--- src/rtl/pcie_pio_dma_ctrl_if.sv ---
// Bus bundle between pcie_pio_dma_ctrl (master) and the pcie_rx/pcie_tx/core side (slave).
interface pcie_pio_dma_ctrl_if;
    logic        write_valid;
    logic        read_valid;
    logic        completion_valid;
    logic [63:0] rx_data;
    logic [12:0] rx_address;
    logic [23:0] rx_rid_tag;

    logic        read_completion_valid;
    logic [23:0] read_completion_rid_tag;
    logic [3:0]  read_completion_lower_addr;
    logic [63:0] read_completion_data;
    logic        read_completion_ready;

    logic        write_request_valid;
    logic [63:0] write_request_address;
    logic [63:0] write_request_data;
    logic        write_request_ready;

    logic        read_request_valid;
    logic [63:0] read_request_address;
    logic [7:0]  read_request_tag;
    logic        read_request_ready;

    logic        cfg_interrupt;
    logic [7:0]  cfg_interrupt_di;
    logic        cfg_interrupt_rdy;

    modport master (
        input  write_valid, read_valid, completion_valid, rx_data, rx_address, rx_rid_tag,
        input  read_completion_ready, write_request_ready, read_request_ready, cfg_interrupt_rdy,
        output read_completion_valid, read_completion_rid_tag, read_completion_lower_addr,
        output read_completion_data, write_request_valid, write_request_address,
        output write_request_data, read_request_valid, read_request_address, read_request_tag,
        output cfg_interrupt, cfg_interrupt_di
    );

    modport slave (
        output write_valid, read_valid, completion_valid, rx_data, rx_address, rx_rid_tag,
        output read_completion_ready, write_request_ready, read_request_ready, cfg_interrupt_rdy,
        input  read_completion_valid, read_completion_rid_tag, read_completion_lower_addr,
        input  read_completion_data, write_request_valid, write_request_address,
        input  write_request_data, read_request_valid, read_request_address, read_request_tag,
        input  cfg_interrupt, cfg_interrupt_di
    );
endinterface

--- src/rtl/pcie_pio_dma_ctrl.sv ---
// PIO register file, read-completion queue and round-robin DMA/MSI request generator
// sitting between pcie_rx and pcie_tx.
module pcie_pio_dma_ctrl #(
    parameter int NCH   = 4,
    parameter int CNT_W = 16,
    parameter int LED_W = 4
) (
    input  logic                clock,
    input  logic                reset,
    pcie_pio_dma_ctrl_if.master bus,
    output logic [LED_W-1:0]    led
);
    localparam int              CH_W    = (NCH > 1) ? $clog2(NCH) : 1;
    localparam logic [NCH-1:0]  CH_ONE  = NCH'(1'b1);
    localparam logic [CH_W-1:0] CH_LAST = CH_W'(NCH - 1);

    typedef struct packed {
        logic [63:0] data;
        logic [23:0] rid;
        logic [3:0]  low;
    } cpl_t;

    // Returns {found, channel}: first pending channel at or after ptr, wrapping.
    function automatic logic [CH_W:0] rr_pick(input logic [NCH-1:0] pend, input logic [CH_W-1:0] ptr);
        logic [CH_W:0]   pick;
        logic [CH_W-1:0] idx;
        int              sum;
        pick = {(CH_W + 1){1'b0}};
        for (int i = NCH - 1; i >= 0; i--) begin
            sum = int'(ptr) + i;
            idx = (sum >= NCH) ? CH_W'(sum - NCH) : CH_W'(sum);
            if (pend[idx]) pick = {1'b1, idx};
        end
        return pick;
    endfunction

    function automatic logic [CH_W-1:0] rr_next(input logic [CH_W-1:0] c);
        return (c == CH_LAST) ? {CH_W{1'b0}} : c + CH_W'(1);
    endfunction

    logic [63:0]      scratch_r;
    logic [CNT_W-1:0] cpld_cnt_r, wr_cnt_r, rd_cnt_r;
    logic             overflow_r;
    logic [LED_W-1:0] led_r;
    logic [63:0]      ch_wr_addr_r [NCH];
    logic [63:0]      ch_rd_addr_r [NCH];
    logic [63:0]      ch_wr_data_r [NCH];
    logic [NCH-1:0]   wr_pend_r, rd_pend_r, irq_pend_r;

    logic             wr_req_valid_r, rd_req_valid_r, irq_valid_r;
    logic [63:0]      wr_req_addr_r, wr_req_data_r, rd_req_addr_r;
    logic [CH_W-1:0]  wr_gnt_r, rd_gnt_r, irq_gnt_r;
    logic [CH_W-1:0]  wr_ptr_r, rd_ptr_r, irq_ptr_r;

    logic             stg_valid_r, head_valid_r, tail_valid_r;
    cpl_t             stg_r, head_r, tail_r;

    logic             ch_hit_s, glb_wr_s;
    logic [CH_W-1:0]  ch_idx_s;
    logic [1:0]       ch_off_s;
    logic [NCH-1:0]   ch_sel_s;
    logic [NCH-1:0]   wr_set_s, rd_set_s, irq_set_s, wr_clr_s, rd_clr_s, irq_clr_s;
    logic [CH_W:0]    wr_pick_s, rd_pick_s, irq_pick_s;
    logic [63:0]      status_s, rd_mux_s;
    logic             pop_s, full_s, accept_s, ovf_set_s;

    // Channel window sits at QW 0x40 + 4*c; everything below 0x40 is the global page.
    assign ch_hit_s  = (bus.rx_address[12:5] == 8'd2) && (32'(bus.rx_address[4:2]) < NCH);
    assign ch_idx_s  = bus.rx_address[2 +: CH_W];
    assign ch_off_s  = bus.rx_address[1:0];
    assign ch_sel_s  = CH_ONE << ch_idx_s;
    assign glb_wr_s  = bus.write_valid && !ch_hit_s;

    assign wr_set_s  = (bus.write_valid && ch_hit_s && ch_off_s == 2'd0) ? ch_sel_s : {NCH{1'b0}};
    assign rd_set_s  = (bus.write_valid && ch_hit_s && ch_off_s == 2'd1) ? ch_sel_s : {NCH{1'b0}};
    assign irq_set_s = (bus.write_valid && ch_hit_s && ch_off_s == 2'd2) ? ch_sel_s : {NCH{1'b0}};
    assign wr_clr_s  = (wr_req_valid_r && bus.write_request_ready) ? (CH_ONE << wr_gnt_r) : {NCH{1'b0}};
    assign rd_clr_s  = (rd_req_valid_r && bus.read_request_ready) ? (CH_ONE << rd_gnt_r) : {NCH{1'b0}};
    assign irq_clr_s = (irq_valid_r && bus.cfg_interrupt_rdy) ? (CH_ONE << irq_gnt_r) : {NCH{1'b0}};

    assign wr_pick_s  = rr_pick(wr_pend_r, wr_ptr_r);
    assign rd_pick_s  = rr_pick(rd_pend_r, rd_ptr_r);
    assign irq_pick_s = rr_pick(irq_pend_r, irq_ptr_r);

    assign pop_s     = head_valid_r && bus.read_completion_ready;
    assign full_s    = head_valid_r && tail_valid_r;
    assign accept_s  = stg_valid_r && (!full_s || pop_s);
    assign ovf_set_s = stg_valid_r && full_s && !pop_s;

    // Status word: overflow at bit 63, pending vectors packed upward from bit 0.
    always_comb begin
        status_s                = 64'd0;
        status_s[63]            = overflow_r;
        status_s[0 +: NCH]      = wr_pend_r;
        status_s[NCH +: NCH]    = rd_pend_r;
        status_s[2*NCH +: NCH]  = irq_pend_r;
    end

    // Read data mux; unmapped addresses echo the address above a DEADBEEF marker.
    always_comb begin
        rd_mux_s = {19'd0, bus.rx_address, 32'hDEADBEEF};
        if (ch_hit_s) begin
            case (ch_off_s)
                2'd0:    rd_mux_s = ch_wr_addr_r[ch_idx_s];
                2'd1:    rd_mux_s = ch_rd_addr_r[ch_idx_s];
                2'd2:    rd_mux_s = {63'd0, irq_pend_r[ch_idx_s]};
                default: rd_mux_s = ch_wr_data_r[ch_idx_s];
            endcase
        end else begin
            case (bus.rx_address)
                13'd0:   rd_mux_s = scratch_r;
                13'd1:   rd_mux_s = 64'(cpld_cnt_r);
                13'd2:   rd_mux_s = 64'(wr_cnt_r);
                13'd3:   rd_mux_s = 64'(rd_cnt_r);
                13'd4:   rd_mux_s = status_s;
                13'd5:   rd_mux_s = 64'(led_r);
                default: rd_mux_s = {19'd0, bus.rx_address, 32'hDEADBEEF};
            endcase
        end
    end

    // Register file, traffic counters, pending bits and the sticky overflow flag.
    always_ff @(posedge clock) begin
        if (reset) begin
            scratch_r  <= 64'd0;
            cpld_cnt_r <= {CNT_W{1'b0}};
            wr_cnt_r   <= {CNT_W{1'b0}};
            rd_cnt_r   <= {CNT_W{1'b0}};
            overflow_r <= 1'b0;
            led_r      <= {LED_W{1'b0}};
            wr_pend_r  <= {NCH{1'b0}};
            rd_pend_r  <= {NCH{1'b0}};
            irq_pend_r <= {NCH{1'b0}};
            for (int c = 0; c < NCH; c++) begin
                ch_wr_addr_r[c] <= 64'd0;
                ch_rd_addr_r[c] <= 64'd0;
                ch_wr_data_r[c] <= 64'd0;
            end
        end else begin
            cpld_cnt_r <= cpld_cnt_r + CNT_W'(bus.completion_valid);
            wr_cnt_r   <= wr_cnt_r + CNT_W'(bus.write_valid);
            rd_cnt_r   <= rd_cnt_r + CNT_W'(bus.read_valid);
            // Set after clear: a re-arm landing with the grant's handshake stays pending.
            wr_pend_r  <= (wr_pend_r & ~wr_clr_s) | wr_set_s;
            rd_pend_r  <= (rd_pend_r & ~rd_clr_s) | rd_set_s;
            irq_pend_r <= (irq_pend_r & ~irq_clr_s) | irq_set_s;
            if (bus.write_valid && ch_hit_s) begin
                case (ch_off_s)
                    2'd0:    ch_wr_addr_r[ch_idx_s] <= bus.rx_data;
                    2'd1:    ch_rd_addr_r[ch_idx_s] <= bus.rx_data;
                    2'd3:    ch_wr_data_r[ch_idx_s] <= bus.rx_data;
                    default: ;
                endcase
            end
            if (glb_wr_s && bus.rx_address == 13'd0) begin
                scratch_r <= bus.rx_data;
            end else if (bus.completion_valid) begin
                scratch_r <= bus.rx_data;
            end
            if (glb_wr_s && bus.rx_address == 13'd5) begin
                led_r <= bus.rx_data[LED_W-1:0];
            end
            if (ovf_set_s) begin
                overflow_r <= 1'b1;
            end else if (glb_wr_s && bus.rx_address == 13'd4 && bus.rx_data[63]) begin
                overflow_r <= 1'b0;
            end
        end
    end

    // Read pipeline stage plus two-entry completion queue (head drives the outputs).
    always_ff @(posedge clock) begin
        if (reset) begin
            stg_valid_r  <= 1'b0;
            stg_r        <= '{64'd0, 24'd0, 4'd0};
            head_valid_r <= 1'b0;
            head_r       <= '{64'd0, 24'd0, 4'd0};
            tail_valid_r <= 1'b0;
            tail_r       <= '{64'd0, 24'd0, 4'd0};
        end else begin
            stg_valid_r <= bus.read_valid;
            stg_r       <= '{rd_mux_s, bus.rx_rid_tag, bus.rx_address[3:0]};
            if (pop_s) begin
                if (tail_valid_r) begin
                    head_r       <= tail_r;
                    tail_valid_r <= accept_s;
                    if (accept_s) tail_r <= stg_r;
                end else begin
                    head_valid_r <= accept_s;
                    if (accept_s) head_r <= stg_r;
                end
            end else if (accept_s) begin
                if (!head_valid_r) begin
                    head_valid_r <= 1'b1;
                    head_r       <= stg_r;
                end else begin
                    tail_valid_r <= 1'b1;
                    tail_r       <= stg_r;
                end
            end
        end
    end

    // Write-request arbiter: outputs are snapshots taken at grant time.
    always_ff @(posedge clock) begin
        if (reset) begin
            wr_req_valid_r <= 1'b0;
            wr_req_addr_r  <= 64'd0;
            wr_req_data_r  <= 64'd0;
            wr_gnt_r       <= {CH_W{1'b0}};
            wr_ptr_r       <= {CH_W{1'b0}};
        end else if (wr_req_valid_r) begin
            if (bus.write_request_ready) begin
                wr_req_valid_r <= 1'b0;
                wr_ptr_r       <= rr_next(wr_gnt_r);
            end
        end else if (wr_pick_s[CH_W]) begin
            wr_req_valid_r <= 1'b1;
            wr_gnt_r       <= wr_pick_s[CH_W-1:0];
            wr_req_addr_r  <= ch_wr_addr_r[wr_pick_s[CH_W-1:0]];
            wr_req_data_r  <= ch_wr_data_r[wr_pick_s[CH_W-1:0]];
        end
    end

    // Read-request arbiter; the tag is the granted channel.
    always_ff @(posedge clock) begin
        if (reset) begin
            rd_req_valid_r <= 1'b0;
            rd_req_addr_r  <= 64'd0;
            rd_gnt_r       <= {CH_W{1'b0}};
            rd_ptr_r       <= {CH_W{1'b0}};
        end else if (rd_req_valid_r) begin
            if (bus.read_request_ready) begin
                rd_req_valid_r <= 1'b0;
                rd_ptr_r       <= rr_next(rd_gnt_r);
            end
        end else if (rd_pick_s[CH_W]) begin
            rd_req_valid_r <= 1'b1;
            rd_gnt_r       <= rd_pick_s[CH_W-1:0];
            rd_req_addr_r  <= ch_rd_addr_r[rd_pick_s[CH_W-1:0]];
        end
    end

    // MSI arbiter; vector is the granted channel.
    always_ff @(posedge clock) begin
        if (reset) begin
            irq_valid_r <= 1'b0;
            irq_gnt_r   <= {CH_W{1'b0}};
            irq_ptr_r   <= {CH_W{1'b0}};
        end else if (irq_valid_r) begin
            if (bus.cfg_interrupt_rdy) begin
                irq_valid_r <= 1'b0;
                irq_ptr_r   <= rr_next(irq_gnt_r);
            end
        end else if (irq_pick_s[CH_W]) begin
            irq_valid_r <= 1'b1;
            irq_gnt_r   <= irq_pick_s[CH_W-1:0];
        end
    end

    assign bus.read_completion_valid      = head_valid_r;
    assign bus.read_completion_rid_tag    = head_r.rid;
    assign bus.read_completion_lower_addr = head_r.low;
    assign bus.read_completion_data       = head_r.data;
    assign bus.write_request_valid        = wr_req_valid_r;
    assign bus.write_request_address      = wr_req_addr_r;
    assign bus.write_request_data         = wr_req_data_r;
    assign bus.read_request_valid         = rd_req_valid_r;
    assign bus.read_request_address       = rd_req_addr_r;
    assign bus.read_request_tag           = 8'(rd_gnt_r);
    assign bus.cfg_interrupt              = irq_valid_r;
    assign bus.cfg_interrupt_di           = 8'(irq_gnt_r);
    assign led                            = led_r;
endmodule
--- src/flat_wrapper.sv ---
// flat-port wrapper written by rule: the top's interface ports become plain ports
module pcie_pio_dma_ctrl_flat 
#(
    parameter int NCH   = 4,
    parameter int CNT_W = 16,
    parameter int LED_W = 4
)
  (clock, reset, led, bus_write_valid, bus_read_valid, bus_completion_valid, bus_rx_data, bus_rx_address, bus_rx_rid_tag, bus_read_completion_ready, bus_write_request_ready, bus_read_request_ready, bus_cfg_interrupt_rdy, bus_read_completion_valid, bus_read_completion_rid_tag, bus_read_completion_lower_addr, bus_read_completion_data, bus_write_request_valid, bus_write_request_address, bus_write_request_data, bus_read_request_valid, bus_read_request_address, bus_read_request_tag, bus_cfg_interrupt, bus_cfg_interrupt_di);
  pcie_pio_dma_ctrl_if bus_i ();
  input  logic clock;
  input  logic reset;
  output logic [LED_W-1:0] led;
  input wire logic [$bits(bus_i.write_valid)-1:0] bus_write_valid;
  input wire logic [$bits(bus_i.read_valid)-1:0] bus_read_valid;
  input wire logic [$bits(bus_i.completion_valid)-1:0] bus_completion_valid;
  input wire logic [$bits(bus_i.rx_data)-1:0] bus_rx_data;
  input wire logic [$bits(bus_i.rx_address)-1:0] bus_rx_address;
  input wire logic [$bits(bus_i.rx_rid_tag)-1:0] bus_rx_rid_tag;
  input wire logic [$bits(bus_i.read_completion_ready)-1:0] bus_read_completion_ready;
  input wire logic [$bits(bus_i.write_request_ready)-1:0] bus_write_request_ready;
  input wire logic [$bits(bus_i.read_request_ready)-1:0] bus_read_request_ready;
  input wire logic [$bits(bus_i.cfg_interrupt_rdy)-1:0] bus_cfg_interrupt_rdy;
  output wire logic [$bits(bus_i.read_completion_valid)-1:0] bus_read_completion_valid;
  output wire logic [$bits(bus_i.read_completion_rid_tag)-1:0] bus_read_completion_rid_tag;
  output wire logic [$bits(bus_i.read_completion_lower_addr)-1:0] bus_read_completion_lower_addr;
  output wire logic [$bits(bus_i.read_completion_data)-1:0] bus_read_completion_data;
  output wire logic [$bits(bus_i.write_request_valid)-1:0] bus_write_request_valid;
  output wire logic [$bits(bus_i.write_request_address)-1:0] bus_write_request_address;
  output wire logic [$bits(bus_i.write_request_data)-1:0] bus_write_request_data;
  output wire logic [$bits(bus_i.read_request_valid)-1:0] bus_read_request_valid;
  output wire logic [$bits(bus_i.read_request_address)-1:0] bus_read_request_address;
  output wire logic [$bits(bus_i.read_request_tag)-1:0] bus_read_request_tag;
  output wire logic [$bits(bus_i.cfg_interrupt)-1:0] bus_cfg_interrupt;
  output wire logic [$bits(bus_i.cfg_interrupt_di)-1:0] bus_cfg_interrupt_di;
  assign bus_i.write_valid = bus_write_valid;
  assign bus_i.read_valid = bus_read_valid;
  assign bus_i.completion_valid = bus_completion_valid;
  assign bus_i.rx_data = bus_rx_data;
  assign bus_i.rx_address = bus_rx_address;
  assign bus_i.rx_rid_tag = bus_rx_rid_tag;
  assign bus_i.read_completion_ready = bus_read_completion_ready;
  assign bus_i.write_request_ready = bus_write_request_ready;
  assign bus_i.read_request_ready = bus_read_request_ready;
  assign bus_i.cfg_interrupt_rdy = bus_cfg_interrupt_rdy;
  assign bus_read_completion_valid = bus_i.read_completion_valid;
  assign bus_read_completion_rid_tag = bus_i.read_completion_rid_tag;
  assign bus_read_completion_lower_addr = bus_i.read_completion_lower_addr;
  assign bus_read_completion_data = bus_i.read_completion_data;
  assign bus_write_request_valid = bus_i.write_request_valid;
  assign bus_write_request_address = bus_i.write_request_address;
  assign bus_write_request_data = bus_i.write_request_data;
  assign bus_read_request_valid = bus_i.read_request_valid;
  assign bus_read_request_address = bus_i.read_request_address;
  assign bus_read_request_tag = bus_i.read_request_tag;
  assign bus_cfg_interrupt = bus_i.cfg_interrupt;
  assign bus_cfg_interrupt_di = bus_i.cfg_interrupt_di;
  pcie_pio_dma_ctrl #(.NCH(NCH), .CNT_W(CNT_W), .LED_W(LED_W)) u_core (.clock(clock), .reset(reset), .bus(bus_i), .led(led));
endmodule
--- config.mk ---
export PLATFORM = sky130hd
export DESIGN_NAME = pcie_pio_dma_ctrl_flat
export DESIGN_NICKNAME = d
export VERILOG_FILES = /design/src/rtl/pcie_pio_dma_ctrl_if.sv /design/src/rtl/pcie_pio_dma_ctrl.sv /design/src/flat_wrapper.sv
export SDC_FILE = /design/constraint.sdc
export NUM_CORES = 2
export LEC_CHECK = 0
export ABC_AREA = 1
export BUFFER_PORTS_ARGS = -buffer_cell sky130_fd_sc_hd__buf_2
export CAP_MARGIN = 20
export CELL_PAD_IN_SITES_DETAIL_PLACEMENT = 0
export CELL_PAD_IN_SITES_GLOBAL_PLACEMENT = 1
export CORE_ASPECT_RATIO = 1.1
export CORE_MARGIN = 3
export CORE_UTILIZATION = 47
export CTS_CLUSTER_SIZE = 28
export DETAILED_ROUTE_END_ITERATION = 8
export GPL_ROUTABILITY_DRIVEN = 0
export PLACE_DENSITY_LB_ADDON = 0.1
export SYNTH_ARGS = -nofsm -noshare
export SYNTH_HDL_FRONTEND = slang
export SYNTH_SLANG_ARGS = --single-unit
--- constraint.sdc ---
create_clock -name clock -period 9.1 [get_ports clock]
set_clock_uncertainty 0.2 [all_clocks]
set_input_delay 0.455 -clock clock [delete_from_list [all_inputs] [get_ports clock]]
set_output_delay 0.455 -clock clock [all_outputs]
set_load 0.01 [all_outputs]
Word level (Yosys, flattened, before mapping) --
Memories as Yosys holds them, arrays and structs flattened. A register that Yosys moved wholly into a read port is not among the register bits. Index checks and enable logic that the tools add are counted.
Storage, ports and cells: flip-flop bits (word level) 423, memory bits (writable) 768, input bits 110, bits in read-only memories 0, word-level logic and storage cells 274, bits in latches 0, memories 3, output and inout bits 308
Operators by class: add/sub/neg operators 27, eq/ne operators 16, reductions and logical operators 42, multiply operators 0, muxes and demuxes 114, bitwise operators 12, shifts and indexed selects 4, $lt $le $gt $ge 26, div/mod/pow operators 0
Memory list:
- u_core.ch_rd_addr_r | words 4, bits a word 64, rd ports 2, clocked after Yosys merged registers in 1, wr ports 4, RTL line pcie_pio_dma_ctrl.sv:46 | logic [63:0] ch_rd_addr_r [NCH];
- u_core.ch_wr_addr_r | words 4, bits a word 64, rd ports 2, clocked after Yosys merged registers in 1, wr ports 4, RTL line pcie_pio_dma_ctrl.sv:45 | logic [63:0] ch_wr_addr_r [NCH];
- u_core.ch_wr_data_r | words 4, bits a word 64, rd ports 2, clocked after Yosys merged registers in 1, wr ports 4, RTL line pcie_pio_dma_ctrl.sv:47 | logic [63:0] ch_wr_data_r [NCH];
Operator list (number):
- 92-bit 2-to-1 mux | 9
- 64-bit 2-to-1 mux | 6
- 64-bit one-hot mux with 6 select lines | 1
- 64-bit one-hot mux with 3 select lines | 1
- 64-bit OR reduction | 3
- 16-bit by 1-bit adder with 16-bit output | 3
- 1-bit 2-to-1 mux | 48
- 2-bit by 3-bit less-than comparator with 1-bit output (second input constant) | 13
- 2-bit 2-to-1 mux | 18
- 3-bit 2-to-1 mux | 12
- 3-bit >= comparator (second input constant) | 9
- 1-bit binary-select mux with 2-bit select | 13
- 13-bit by 2-bit equality test with 1-bit output (second input constant) | 2
- 13-bit by 3-bit equality test with 1-bit output (second input constant) | 2
- 4-bit 2-to-1 mux | 6
- 2-bit by 1-bit subtractor with 2-bit output (second input constant) | 12
- 2-bit by 2-bit adder with 3-bit output (second input constant) | 6
- 1-bit logical AND | 18
- 2-bit AND reduction | 8
- 1-bit by 2-bit left shift with 4-bit output (first input constant) | 4
- 13-bit by 1-bit equality test with 1-bit output (second input constant) | 1
- 13-bit zero test | 1
- 4-bit bitwise AND | 3
- 4-bit inverter | 3
- other kinds (17) | 39

Depth between registers and ports, before layout --
word-level depth 11, mapped depth 16, mapped depth without buffers 14

Worst setup path after synthesis --
OpenSTA, ideal clock, no wires.
path kind input to register, start point in bus_rx_address[3], end point mem u_core.ch_rd_addr_r[0][0] (enable), buffers on the path 4, arrival time 5.873 ns, slack 2.452 ns, required time 8.326 ns, stages on the path 7, cell sequence buf_2 > nor2_4 > inv_1 > buf_2 > buf_2 > buf_2 > o21ai_0
RTL lines:
- start, declared | RTL line flat_wrapper.sv:17 | input wire logic [$bits(bus_i.rx_address)-1:0] bus_rx_address;
- end, declared | RTL line pcie_pio_dma_ctrl.sv:46

==> summary.txt <==
Timing
  • Final period utilization: 52.8%
  • Fmax achieved: 208 MHz
  • Slew Viols, Final: 0
  • Max_slew headroom: 16.4%
  • Fin crit period: 4.80 ns
  • Setup TNS: 0 ns
  • Setup violations, final: 0
  • Worst slew pin tran: 1.24 ns
  • Hold Vio Cnt, Final: 0
  • Unrepaired setup endpoints after global routing: false

Clock tree
  • Post-CTS setup buffer count: 0
  • Root buffer selected by CTS: clkbuf_16
  • Clk buf depth: 3
  • TritonCTS buffer count: 154
  • Clk_lat worst skew: 0.81 ns
  • Sink Count: 1383
  • Clock transition at the registers of the reported paths: 0.06 ns
  • H-tree lvl count: 4
  • TritonCTS clock tree: done

Die
  • Chip Height: 400 um
  • IO Count: 418
  • Die Area: 146000 um^2
  • Chip width: 364 um
  • Initial cell density of the core: 47.4%
  • Core area: 140000 um^2
  • Rows: 144

Worst setup path
  • Worst Path Buf+Inv: 5
  • R2r endpoint: u_core.bus.write_request_data[48]$_SDFFE_PP0P_
  • Largest fanout on the critical path: 43
  • Critical path depth: 13
  • R2R setup slack: 4.34 ns
  • Arr. time, crit path: 5.03 ns
  • CP Class: input port to register
  • Crit-path cells: dlygate4sd3_1 > buf_2 > nor2_1 > nand4_2 > nor2_4 > buf_4 > inv_2 > nor2_4 > nand2_1 > nor2_4 > nand2_1 > nand2_2 > buf_4
  • Worst R2R Start: u_core.wr_ptr_r[0]$_SDFFE_PP0P_
  • Most frequent CP cell: nor2_4
  • CP Capture Type: register
  • Nature of the critical path startpoint: input port
  • Largest stage delay, worst path: 0.93 ns
  • Crit-path slowest cell: nand2_2
  • Worst r2r path cells: 13
  • Worst EP required: 9.33 ns
  • Largest delay share family, worst path: simple AND/OR/NAND/NOR gates

Outcome
  • Status: finished, violations left
  • Failing checks: DRC

Finish
  • Utilization after layout: 53.1%
  • Share of cells above drive strength 1: 15.5%
  • Area grow syn2layout: 12.1%
  • Final cell count without fillers: 9613
  • # nets final: 7773

Drt
  • Drt wl/cell: 26.6 um
  • Vias/cell: 5.92
  • Pre-Repair DR Iteration Count: 9
  • Starting DRC count in detailed routing: 6461
  • Vias post-DR: 56.9k
  • Final ANT Viol Nets: 0
  • DRC: 3
  • Total Wirelength: 256000 um

Worst hold path
  • Worst Hold Class: input port to register
  • Hold Path Depth: 3
  • Hold Startpoint: bus_rx_address[3]
  • WHS Endpoint: u_core.stg_r[3]$_SDFF_PP0_

Place
  • PortBufs: 405
  • Post-DP HPWL: 158000 um
  • Placed instance count: 9246

Pwr
  • P per Cell Area: 211 nW/um^2
  • Static leakage: 29.8 nW
  • Peak supply drop: 166 uV

Global route
  • First-pass GRT wire length: 368000 um
  • Initial antenna violation count: 11
  • Vias in the first global route: 53.0k
  • Grt total ovfl: 0
  • Largest net degree at the start of global routing: 166
  • GRT Resource Usage Total: 34.1%

Synthesis
  • Yosys warnings: 0
  • FFs w/ async S/R, synth: 0%
  • Seq cells post-synth: 1383
  • Largest cells by area after synthesis: edfxtp_1, dfxtp_1, nand2_1, nor3_2, nand3_1
  • Cell count after synthesis: 7576
  • Most frequent cells after synthesis: nand2_1, nand3_1, edfxtp_1, inv_1, nor2_1
  • EDFF count, synth: 768
  • Sequential area share after synthesis: 53.3%
  • Largest area contributor in the netlist: edfxtp_1
  • Ys flop type: edfxtp_1
  • Synth unique cells: 53
  • Syn Std Cell Area: 66400 um^2
  • Top cell type's share of synthesized area: 34.7%
  • Syn avg cell area: 8.77 um^2
  • Top-count cell post-synth: nand2_1

Job
  • Max Cap Viol: 0
==> cells by family (layout without fill, tap and decap cells) <==
kind of cell    Yosys count  after routing  share of synthesized area [%]
simple gates           3242           3242                           24.0
other cells               1             22                        0.00565
fa+ha+maj                18             18                          0.339
buf+inv                1426           1617                           9.38
flops                  1383           1383                           53.3
xor+xnor                  4              4                         0.0528
compound gates         1502           1502                           12.9
==> cell type report <==
class | instances | area [um^2]
Sequential cell | 1383 | 35400
Antenna cell | 10 | 25.0
Multi-Input combinational cell | 4778 | 25100
Clock buffer | 237 | 4720
Inverter | 759 | 2910
Timing Repair Buffer | 569 | 3540
Clock inverter | 52 | 517
Tap cell | 1825 | 2280
Fill cell | 13000 | 65700
==> routing by layer <==
layer	part of all wire, %	up-vias	wire length [um]	global-route usage, %
li1	-	25900	-	-
met3	8.7	588	22300	5.97
met4	7.0	4	18000	21.4
met5	0.013	-	34	0
met2	46	2972	117000	53.7
met1	38	27500	98200	43.3
==> sequential cells by signal (all words and copies together), names as in the netlist, 4 cells and up <==
name	cells
u_core.ch_rd_addr_r	256
u_core.ch_wr_addr_r	256
u_core.ch_wr_data_r	256
u_core.stg_r	92
u_core.tail_r	92
u_core.bus.read_completion_data	64
u_core.bus.read_request_address	64
u_core.bus.write_request_address	64
u_core.bus.write_request_data	64
u_core.scratch_r	64
u_core.bus.read_completion_rid_tag	24
u_core.cpld_cnt_r	16
u_core.rd_cnt_r	16
u_core.wr_cnt_r	16
u_core.bus.read_completion_lower_addr	4
u_core.irq_pend_r	4
u_core.led	4
u_core.rd_pend_r	4
u_core.wr_pend_r	4
==> report_power, final <==
part | switching (mW) | internal [mW] | total [mW] | leakage (nW)
logic | 1.44 | 0.547 | 1.99 | 14.9
clock network | 2.65 | 3.83 | 6.48 | 2.58
registers | 0.266 | 6.97 | 7.24 | 12.3
total | 4.36 | 11.3 | 15.7 | 29.8
==> stage by stage <==
stage / total power [mW] / setup WS (ns) / area (um^2) / hold WS [ns]
3_3_place_gp: 9.29 / 4.22 / 68500 / 0.234
6_report: 15.7 / 4.30 / 74500 / 0.0989
5_1_grt: 16.2 / 4.04 / 74400 / 0.0824
3_5_place_dp: 9.31 / 4.16 / 68500 / 0.240
2_1_floorplan: 8.46 / 2.45 / 66400 / 0.225
4_1_cts: 15.7 / 4.46 / 74400 / 0.0335
==> tightest hold or removal path, stage by stage <==
cell	delay [ns]
buf_2	0.20
inv_1	0.21
nor2_1	0.14
==> cells in the final DEF, fill, tap and decap left out, types with 36 or more instances in the layout <==
cell type      instances
o22ai_1              109
dlygate4sd3_1         68
a22oi_1              190
clkbuf_1              37
edfxtp_1             768
o21ai_0              452
inv_1                735
a21oi_1              511
dfxtp_1              615
nand2_1             1166
clkbuf_8              36
buf_4                 88
clkbuf_16            163
nor3_1               117
nor2_1               726
nor3_2               391
nand3_1              770
o211ai_1             107
buf_2                404
o21ai_1               57
==> how the worst max path moves through the flow <==
stage                                          startpoint                                              to  slack (ns)
after detailed placement                bus_rx_address[8]        u_core.ch_wr_data_r[2][15]$_SDFFCE_PN0P_        4.16
after global placement                  bus_rx_address[9]        u_core.ch_wr_data_r[2][14]$_SDFFCE_PN0P_        4.22
after CTS                 u_core.wr_ptr_r[0]$_SDFFE_PP0P_  u_core.bus.write_request_data[48]$_SDFFE_PP0P_        4.46
after global routing      u_core.wr_ptr_r[0]$_SDFFE_PP0P_  u_core.bus.write_request_data[49]$_SDFFE_PP0P_        4.04
final                                   bus_rx_address[9]        u_core.ch_wr_data_r[2][11]$_SDFFCE_PN0P_        4.30
after floorplan                         bus_rx_address[3]         u_core.ch_rd_addr_r[0][0]$_SDFFCE_PN0P_        2.45
==> repair_timing <==
| action | CTS | global route |
|---|---|---|
| endpoints found under the hold margin | 68 | 0 |
| gates resized for setup | 0 | 0 |
| hold buffers | 68 | 0 |
Power figures use the tool's default switching activity.
